--- src/rtl/adpcm_code_unpacker.sv ---
// Decoder-side unpacker: buffers packed code bytes in a 2-entry FIFO and
// hands one 4-bit ADPCM code to the decoder per sample tick.
module adpcm_code_unpacker #(
    parameter int unsigned NIBBLE_ORDER = 0,
    parameter int unsigned CNT_W        = 16
) (
    input  logic             clk,
    input  logic             reset,
    input  logic [7:0]       in_data,
    input  logic             in_valid,
    output logic             in_ready,
    input  logic             tick,
    input  logic             flush,
    output logic [3:0]       code,
    output logic             code_valid,
    output logic             underrun,
    output logic [CNT_W-1:0] underrun_cnt,
    input  logic             clr_cnt
);

    localparam int unsigned DEPTH   = 2;
    localparam int unsigned BYTE_W  = 8;
    localparam int unsigned CODE_W  = 4;
    localparam int unsigned COUNT_W = 2;

    typedef enum logic {
        PH_FIRST  = 1'b0,
        PH_SECOND = 1'b1
    } phase_t;

    logic [BYTE_W-1:0]  mem [DEPTH];
    logic               wptr;
    logic               rptr;
    logic [COUNT_W-1:0] count;
    phase_t             phase;

    logic               wptr_n;
    logic               rptr_n;
    logic [COUNT_W-1:0] count_n;
    phase_t             phase_n;
    logic [CODE_W-1:0]  code_n;
    logic               code_valid_n;
    logic               underrun_n;
    logic [CNT_W-1:0]   underrun_cnt_n;
    logic               in_ready_n;

    logic [BYTE_W-1:0]  head;
    logic [CODE_W-1:0]  first_nib;
    logic [CODE_W-1:0]  second_nib;
    logic               push;
    logic               pop;
    logic               wr_en;

    // Nibble selection for the byte at the head of the FIFO.
    always_comb begin
        head = mem[rptr];
        if (NIBBLE_ORDER == 0) begin
            first_nib  = head[3:0];
            second_nib = head[7:4];
        end else begin
            first_nib  = head[7:4];
            second_nib = head[3:0];
        end
    end

    // State register.
    always_ff @(posedge clk or negedge reset) begin
        if (!reset) begin
            for (int i = 0; i < DEPTH; i++) begin
                mem[i] <= '0;
            end
            wptr         <= 1'b0;
            rptr         <= 1'b0;
            count        <= '0;
            phase        <= PH_FIRST;
            code         <= '0;
            code_valid   <= 1'b0;
            underrun     <= 1'b0;
            underrun_cnt <= '0;
            in_ready     <= 1'b0;
        end else begin
            if (wr_en) begin
                mem[wptr] <= in_data;
            end
            wptr         <= wptr_n;
            rptr         <= rptr_n;
            count        <= count_n;
            phase        <= phase_n;
            code         <= code_n;
            code_valid   <= code_valid_n;
            underrun     <= underrun_n;
            underrun_cnt <= underrun_cnt_n;
            in_ready     <= in_ready_n;
        end
    end

    // Next-state: tick service, FIFO bookkeeping, flush and counter clear.
    always_comb begin
        wptr_n         = wptr;
        rptr_n         = rptr;
        count_n        = count;
        phase_n        = phase;
        code_n         = code;
        code_valid_n   = 1'b0;
        underrun_n     = 1'b0;
        underrun_cnt_n = underrun_cnt;
        in_ready_n     = in_ready;
        pop            = 1'b0;
        push           = in_valid && in_ready && !flush;
        wr_en          = push;

        // A tick concurrent with flush is treated as if the buffer were empty.
        if (tick) begin
            code_valid_n = 1'b1;
            if (flush || (count == '0)) begin
                code_n     = '0;
                underrun_n = 1'b1;
                if (underrun_cnt != '1) begin
                    underrun_cnt_n = underrun_cnt + CNT_W'(1);
                end
            end else if (phase == PH_FIRST) begin
                code_n  = first_nib;
                phase_n = PH_SECOND;
            end else begin
                code_n  = second_nib;
                phase_n = PH_FIRST;
                pop     = 1'b1;
            end
        end

        if (clr_cnt) begin
            underrun_cnt_n = '0;
        end

        if (flush) begin
            wptr_n  = 1'b0;
            rptr_n  = 1'b0;
            count_n = '0;
            phase_n = PH_FIRST;
        end else begin
            if (push) begin
                wptr_n = ~wptr;
            end
            if (pop) begin
                rptr_n = ~rptr;
            end
            count_n = count + COUNT_W'(push) - COUNT_W'(pop);
        end

        in_ready_n = (count_n < COUNT_W'(DEPTH)) && !flush;
    end

endmodule

--- config.mk ---
export PLATFORM = sky130hd
export DESIGN_NAME = adpcm_code_unpacker
export DESIGN_NICKNAME = d
export VERILOG_FILES = /design/src/rtl/adpcm_code_unpacker.sv
export SDC_FILE = /design/constraint.sdc
export NUM_CORES = 1
export LEC_CHECK = 0
export CAP_MARGIN = 10
export CORE_ASPECT_RATIO = 0.9
export CORE_MARGIN = 3
export CORE_UTILIZATION = 40
export CTS_CLUSTER_DIAMETER = 60
export CTS_CLUSTER_SIZE = 40
export DETAILED_ROUTE_END_ITERATION = 7
export HOLD_SLACK_MARGIN = 0.06
export PLACE_DENSITY = 0.66
export SYNTH_ARGS = -nofsm -noshare
export SYNTH_HDL_FRONTEND = slang
export SYNTH_SLANG_ARGS = --single-unit
--- constraint.sdc ---
create_clock -name clk -period 2.09 [get_ports clk]
set_input_delay 0.418 -clock clk [delete_from_list [all_inputs] [get_ports clk]]
set_output_delay 0.418 -clock clk [all_outputs]
set_load 0.05 [all_outputs]
==> summary.txt, run 1 <==
Reg2Reg Depth -> 9
DR vias -> 1491
Crit path capture type -> output port
Post-DP Area -> 2610 sq um
Fin area -> 2710 sq um
Dpl ws -> -0.211 ns
Placer Congestion -> 0.785
Fin crit period -> 2.01 ns
Initial Util -> 42.3%
Layout Skew -> 0.00446 ns
Remaining antenna violation count -> 0
Width of the die -> 82.3 microns
Worst path bufs/invs -> 1
Die area -> 6150 sq um
CTS tree -> built
Commonest non-fill, non-tap cell in the layout -> dfrtp_1
Critical path peak fanout -> 7
CTS Sinks -> 44
Number of global-route vias before repair -> 1476
Worst-Margin Slew -> 0.827 ns
Core region area -> 4950 sq um
Post-Place Cells -> 291
Crit start category -> register
Non-filler instance count after layout -> 299
Final core occ -> 54.7%
Antenna cells -> 0
Min Hold Slack -> 0.221 ns
Ys flop type -> dfrtp_1
Mapped Area -> 2100 sq um
Worst-path cell chain -> clkdlybuf4s50_1
Largest net degree at the start of global routing -> 39
FMAX -> 498 MHz
Leakage -> 0.00116 uW
Pwr dens -> 684 nW/um^2
Area Growth Syn to Fin -> 29.3%
Clk slew on worst S/H paths -> 0.08 ns
Synth unique cells -> 36
Post-synth ARST share -> 100%
IO buf count -> 36
Met2 Use GR -> 23.0%
DR pass1 iterations -> 4
Cells after synthesis -> 180
Worst setup margin -> 0.0811 ns
Ys Warns -> 0
Mean Syn Cell Area -> 11.6 sq um
Layout cells sized above 1 -> 23.1%
Max_slew headroom -> 44.8%
Crit Path Class -> reg -> out
Antenna violations before repair -> 0
Grt met1 use -> 22.3%
Max-cap viol count -> 0
Clock Latency Late Sink -> 0.29 ns
Worst flop-to-flop path startpoint -> count[1]$_DFF_PN0_
Postcts setup bufs -> 0
Worst-case clock buffer depth -> 2
Worst R2R Setup Slack -> 0.28 ns
Final Hold Fails -> 0
Final Setup Violations -> 0
Slowest cell on crit path -> clkdlybuf4s50_1
Worst path top cell family by delay -> buffers and inverters
Worst Path Arrival -> 1.59 ns
Slew Viols, Final -> 0
Die Ht -> 74.7 microns
Cts bufs inserted -> 5
Sequential element share of the synthesized area -> 52.5%
Final net count -> 250
Dpl hpwl -> 3060 microns
Total grt overflow -> 0
RSZ-0062 raised after global routing -> no
DRC viols -> 0
Root buffer cell -> clkbuf_8
Outcome -> completed
Hold Crit Class -> in -> async
FF-to-FF End -> in_ready$_DFF_PN0_
Synthesized flop and latch total -> 44
First DRT Iteration DRCs -> 76
Routed wire per std cell -> 14.2 microns
H-tree levels -> 2
Row count -> 24
Post-route clock period utilization -> 96.1%
M3 GR Usage -> 2.51%
Worst vdd ir -> 366 uV
GRT Total Usage -> 15.3%
CP max stage delay -> 0.85 ns
First-pass GRT wire length -> 7050 microns
DR vias/cell -> 4.99
Syn_nets -> 197
Commonest cells after routing, fill and taps aside -> dfrtp_1 (44), clkdlybuf4s50_1 (31), nor2_1 (22)
I/O pin cnt -> 37
WL final -> 4240 microns
Post-synth EDFFs -> 0
WP data required -> 1.67 ns
GRT busiest layer -> met2
layer usage:
layer	vias to the layer above	wire length (microns)
li1	732	-
met1	732	2100
met2	25	1980
met3	2	117
met4	0	32
met5	-	0
cells in the mapped netlist, types with 4 or more instances:
cell	count	share of area, %
a21oi_1	5	1.2
dfrtp_1	44	53
inv_1	14	2.5
mux2_2	16	8.6
mux4_2	4	4.3
nand2_1	6	1.1
nand3_1	4	0.96
nand4_1	5	1.5
nor2_1	22	3.9
nor4_1	5	1.5
o22ai_1	4	1.2
xnor2_1	16	6.7
through the flow:
| step | total power, uW | setup TNS [ns] |
|---|---|---|
| finish | 1850 | 0 |
| global route | 1960 | 0 |
| CTS | 1890 | 0 |
| detailed placement | 1330 | -0.930 |
| global placement | 1310 | -0.836 |
| floorplan | 1200 | 0 |
cell families (layout without fill, tap and decap cells):
logic type / after synthesis / in the layout / share of synthesized area [%]
adders and majority gates: 3 / 3 / 1.79
xor gates and xnor gates: 18 / 18 / 7.52
DFF: 44 / 44 / 52.5
buffers and inverters: 19 / 73 / 4.30
AOI/OAI and AO/OA: 17 / 17 / 5.25
muxes: 21 / 21 / 13.4
and+or+nand+nor: 58 / 58 / 15.2
area by class of cell:
| cell class | instances | area (sq um) |
|---|---|---|
| repair buffers | 51 | 473 |
| inverters | 14 | 52.6 |
| well taps | 65 | 81.3 |
| multi-input cells | 117 | 908 |
| flip-flops and latches | 44 | 1100 |
| clock inverters | 2 | 10.0 |
| clock buffers | 6 | 82.6 |
| fillers | 450 | 2250 |
how the worst max path moves through the flow:
stage	startpoint	to	cells after the start
after floorplan	tick	in_ready$_DFF_PN0_	10
after global placement	tick	in_ready$_DFF_PN0_	10
after detailed placement	tick	in_ready$_DFF_PN0_	10
after CTS	underrun_cnt[6]$_DFFE_PN0P_	underrun_cnt[6]	1
after global routing	underrun_cnt[8]$_DFFE_PN0P_	underrun_cnt[8]	1
final	underrun_cnt[8]$_DFFE_PN0P_	underrun_cnt[8]	1
sequential cells by signal (all words and copies together) (netlist names):
| signal | cells |
|---|---|
| wptr | 1 |
| code | 4 |
| count | 2 |
| mem | 16 |
| underrun_cnt | 16 |
| rptr | 1 |
| code_valid | 1 |
| in_ready | 1 |
| phase | 1 |
| underrun | 1 |
report_power, final:
| group | switching, uW | total (uW) | internal, uW |
|---|---|---|---|
| clock network | 281 | 545 | 264 |
| logic | 134 | 299 | 165 |
| registers | 59.1 | 1010 | 949 |
| total | 474 | 1850 | 1380 |
what timing repair did:
item	in CTS	in global routing
hold buffers	0	0
resized for setup	0	6
setup endpoints to repair	0	5
Note: power is estimated with default switching activity, not from simulation.
==> inputs of run 2 (changes only) <==
--- a/config.mk
+++ b/config.mk
@@ -5,6 +5,7 @@
 export SDC_FILE = /design/constraint.sdc
 export NUM_CORES = 1
 export LEC_CHECK = 0
+export ABC_CLOCK_PERIOD_IN_PS = 2090
 export CAP_MARGIN = 10
 export CORE_ASPECT_RATIO = 0.9
 export CORE_MARGIN = 3
==> results of run 2 <==
The final DEF is identical to that of run 1; final timing and power are the same.
==> inputs of run 3 (changes only) <==
--- a/config.mk
+++ b/config.mk
@@ -9,12 +9,12 @@
 export CAP_MARGIN = 10
 export CORE_ASPECT_RATIO = 0.9
 export CORE_MARGIN = 3
-export CORE_UTILIZATION = 40
+export CORE_UTILIZATION = 45
 export CTS_CLUSTER_DIAMETER = 60
 export CTS_CLUSTER_SIZE = 40
 export DETAILED_ROUTE_END_ITERATION = 7
 export HOLD_SLACK_MARGIN = 0.06
-export PLACE_DENSITY = 0.66
+export PLACE_DENSITY = 0.73
 export SYNTH_ARGS = -nofsm -noshare
 export SYNTH_HDL_FRONTEND = slang
 export SYNTH_SLANG_ARGS = --single-unit
==> run 3 against run 2 <==
Critical path depth stayed put. Sequential share of layout area is 0.71 points higher. First-iteration DRC count is 43% higher. Register-to-register slack worse by 0.04 ns. Clock power down 7.9%. Sequential power barely moved. Global-route usage is 1.3 points higher. Total power decreased by 2.8%. Clock skew up 0.0051 ns. Largest power group unchanged.
==> summary.txt, run 3 (same netlist as run 1, synthesis figures left out) <==
Final net count -> 246 (-1.6%)
FMAX -> 494 MHz (-0.69%)
WL final -> 4130 microns (-2.6%)
DR vias -> 1519 (+1.9%)
Worst-case clock buffer depth -> 2 (unchanged)
GRT Total Usage -> 16.5% (+1.3 points)
Width of the die -> 77.9 microns (-5.3%)
Commonest cells after routing, fill and taps aside -> dfrtp_1 (44), clkdlybuf4s50_1 (31), nor2_1 (21), xnor2_1 (16), mux2_2 (16)
Slew Viols, Final -> 0 (unchanged)
CTS Sinks -> 44 (unchanged)
RSZ-0062 raised after global routing -> no
Area Growth Syn to Fin -> 27.0%
Post-Place Cells -> 282 (-3.1%)
Total power -> 1800 uW (-2.8%)
Slowest cell on crit path -> clkdlybuf4s50_1
Remaining antenna violation count -> 0 (unchanged)
Max_slew headroom -> 59.2% (+14 points)
Total grt overflow -> 0 (unchanged)
Cts bufs inserted -> 5 (unchanged)
Outcome -> completed
DRC viols -> 0 (unchanged)
Die area -> 5510 sq um (-10%)
First DRT Iteration DRCs -> 109 (+43%)
Fin crit period -> 2.02 ns (+0.0140 ns)
Final Hold Fails -> 0 (unchanged)
Worst-path cell chain -> clkdlybuf4s50_1
IO buf count -> 36 (unchanged)
Reg2Reg Depth -> 9 (unchanged)
Reg area -> 1100 sq um (unchanged)
H-tree levels -> 2 (unchanged)
Crit Path Class -> reg -> out
DR vias/cell -> 5.26 (+5.4%)
Antenna cells -> 0 (unchanged)
Final Setup Violations -> 0 (unchanged)
Worst path top cell family by delay -> buffers and inverters
Antenna violations before repair -> 0 (unchanged)
Critical path peak fanout -> 7 (unchanged)
Layout Skew -> 0.00961 ns (+0.00514 ns)
Root buffer cell -> clkbuf_8
Clk slew on worst S/H paths -> 0.08 ns (about the same)
CP max stage delay -> 0.85 ns (about the same)
I/O pin cnt -> 37 (unchanged)
Leakage -> 0.00113 uW (-2.6%)
First-pass GRT wire length -> 7250 microns (+2.8%)
Routed wire per std cell -> 14.3 microns (+0.80%)
Worst R2R Setup Slack -> 0.24 ns (-0.04 ns)
Worst Path Arrival -> 1.60 ns (about the same)
Core region area -> 4270 sq um (-14%)
Placer Congestion -> 0.788 (+0.42%)
Multi-input gate area -> 910 sq um (+0.14%)
Worst vdd ir -> 300 uV (-18%)
Post-route clock period utilization -> 96.8% (+0.67 points)
Hold Crit Class -> in -> async
Dpl hpwl -> 3050 microns (-0.37%)
Postcts setup bufs -> 0 (unchanged)
Die Ht -> 70.7 microns (-5.3%)
Row count -> 22 (-8.3%)
Fillers -> 344 (-24%)
Crit path capture type -> output port
Crit start category -> register
Biggest regs -> mem: 16 flops, underrun_cnt: 16 flops, code: 4 flops
CTS tree -> built
Initial Util -> 49.1% (+6.8 points)
Worst path bufs/invs -> 1 (unchanged)
Clock Latency Late Sink -> 0.29 ns (about the same)
Worst flop-to-flop path startpoint -> count[1]$_DFF_PN0_
DR pass1 iterations -> 4 (unchanged)
WP data required -> 1.67 ns (about the same)
Number of global-route vias before repair -> 1538 (+4.2%)
Largest net degree at the start of global routing -> 29 (-26%)
Layout cells sized above 1 -> 21.8% (-1.2 points)
Hold buffers post-CTS -> 0 (unchanged)
Worst-Margin Slew -> 0.610 ns (-0.217 ns)
Commonest non-fill, non-tap cell in the layout -> dfrtp_1
FF-to-FF End -> in_ready$_DFF_PN0_
Pwr dens -> 676 nW/um^2 (-1.1%)
Non-filler instance count after layout -> 289 (-3.3%)
Max-cap viol count -> 0 (unchanged)
[run 3: where the power goes]
part	switching (uW)	internal [uW]
Combinational	134	161
Clock	276	226
Sequential	54.6	949
[run 3: layer usage]
layer	up-vias	track usage, %	wire length, microns
met5	-	0	0
met3	2	4.83	131
met1	762	24.2	2110
met4	0	4.66	17
met2	29	24.0	1870
li1	726	-	-
[run 3: final cells by class]
cell class / count / share of cell area (%)
flip-flops and latches: 44 / 41.4
multi-input cells: 117 / 34.2
repair buffers: 47 / 16.6
well taps: 60 / 2.82
clock buffers: 5 / 2.58
inverters: 14 / 1.97
clock inverters: 2 / 0.470
[run 3: how the worst max path moves through the flow]
stage                         end  depth (start not counted)                        start
4_1_cts        in_ready$_DFF_PN0_                         10                         tick
3_3_place_gp   in_ready$_DFF_PN0_                         10                         tick
2_1_floorplan  in_ready$_DFF_PN0_                         10                         tick
5_1_grt           underrun_cnt[9]                          1  underrun_cnt[9]$_DFFE_PN0P_
6_report          underrun_cnt[8]                          1  underrun_cnt[8]$_DFFE_PN0P_
3_5_place_dp   in_ready$_DFF_PN0_                         10                         tick
[run 3: per-stage QoR]
step / area (sq um) / worst slack [ns] / hold slack [ns] / util [%] / setup TNS, ns
2_1_floorplan: 2100 / 0.0828 / 0.122 / - / 0
3_3_place_gp: 2570 / -0.228 / 0.467 / 60.2 / -0.586
3_5_place_dp: 2570 / -0.355 / 0.474 / 60.2 / -1.02
4_1_cts: 2650 / 0.00454 / 0.149 / 62.2 / 0
5_1_grt: 2660 / 0.00716 / 0.154 / 62.4 / 0
6_report: 2660 / 0.0671 / 0.120 / 62.4 / 0
[run 3: repair_timing]
action / CTS / global route
resized for setup: 3 / 4
pin swaps: 2 / 3
setup endpoints to repair: 1 / 3
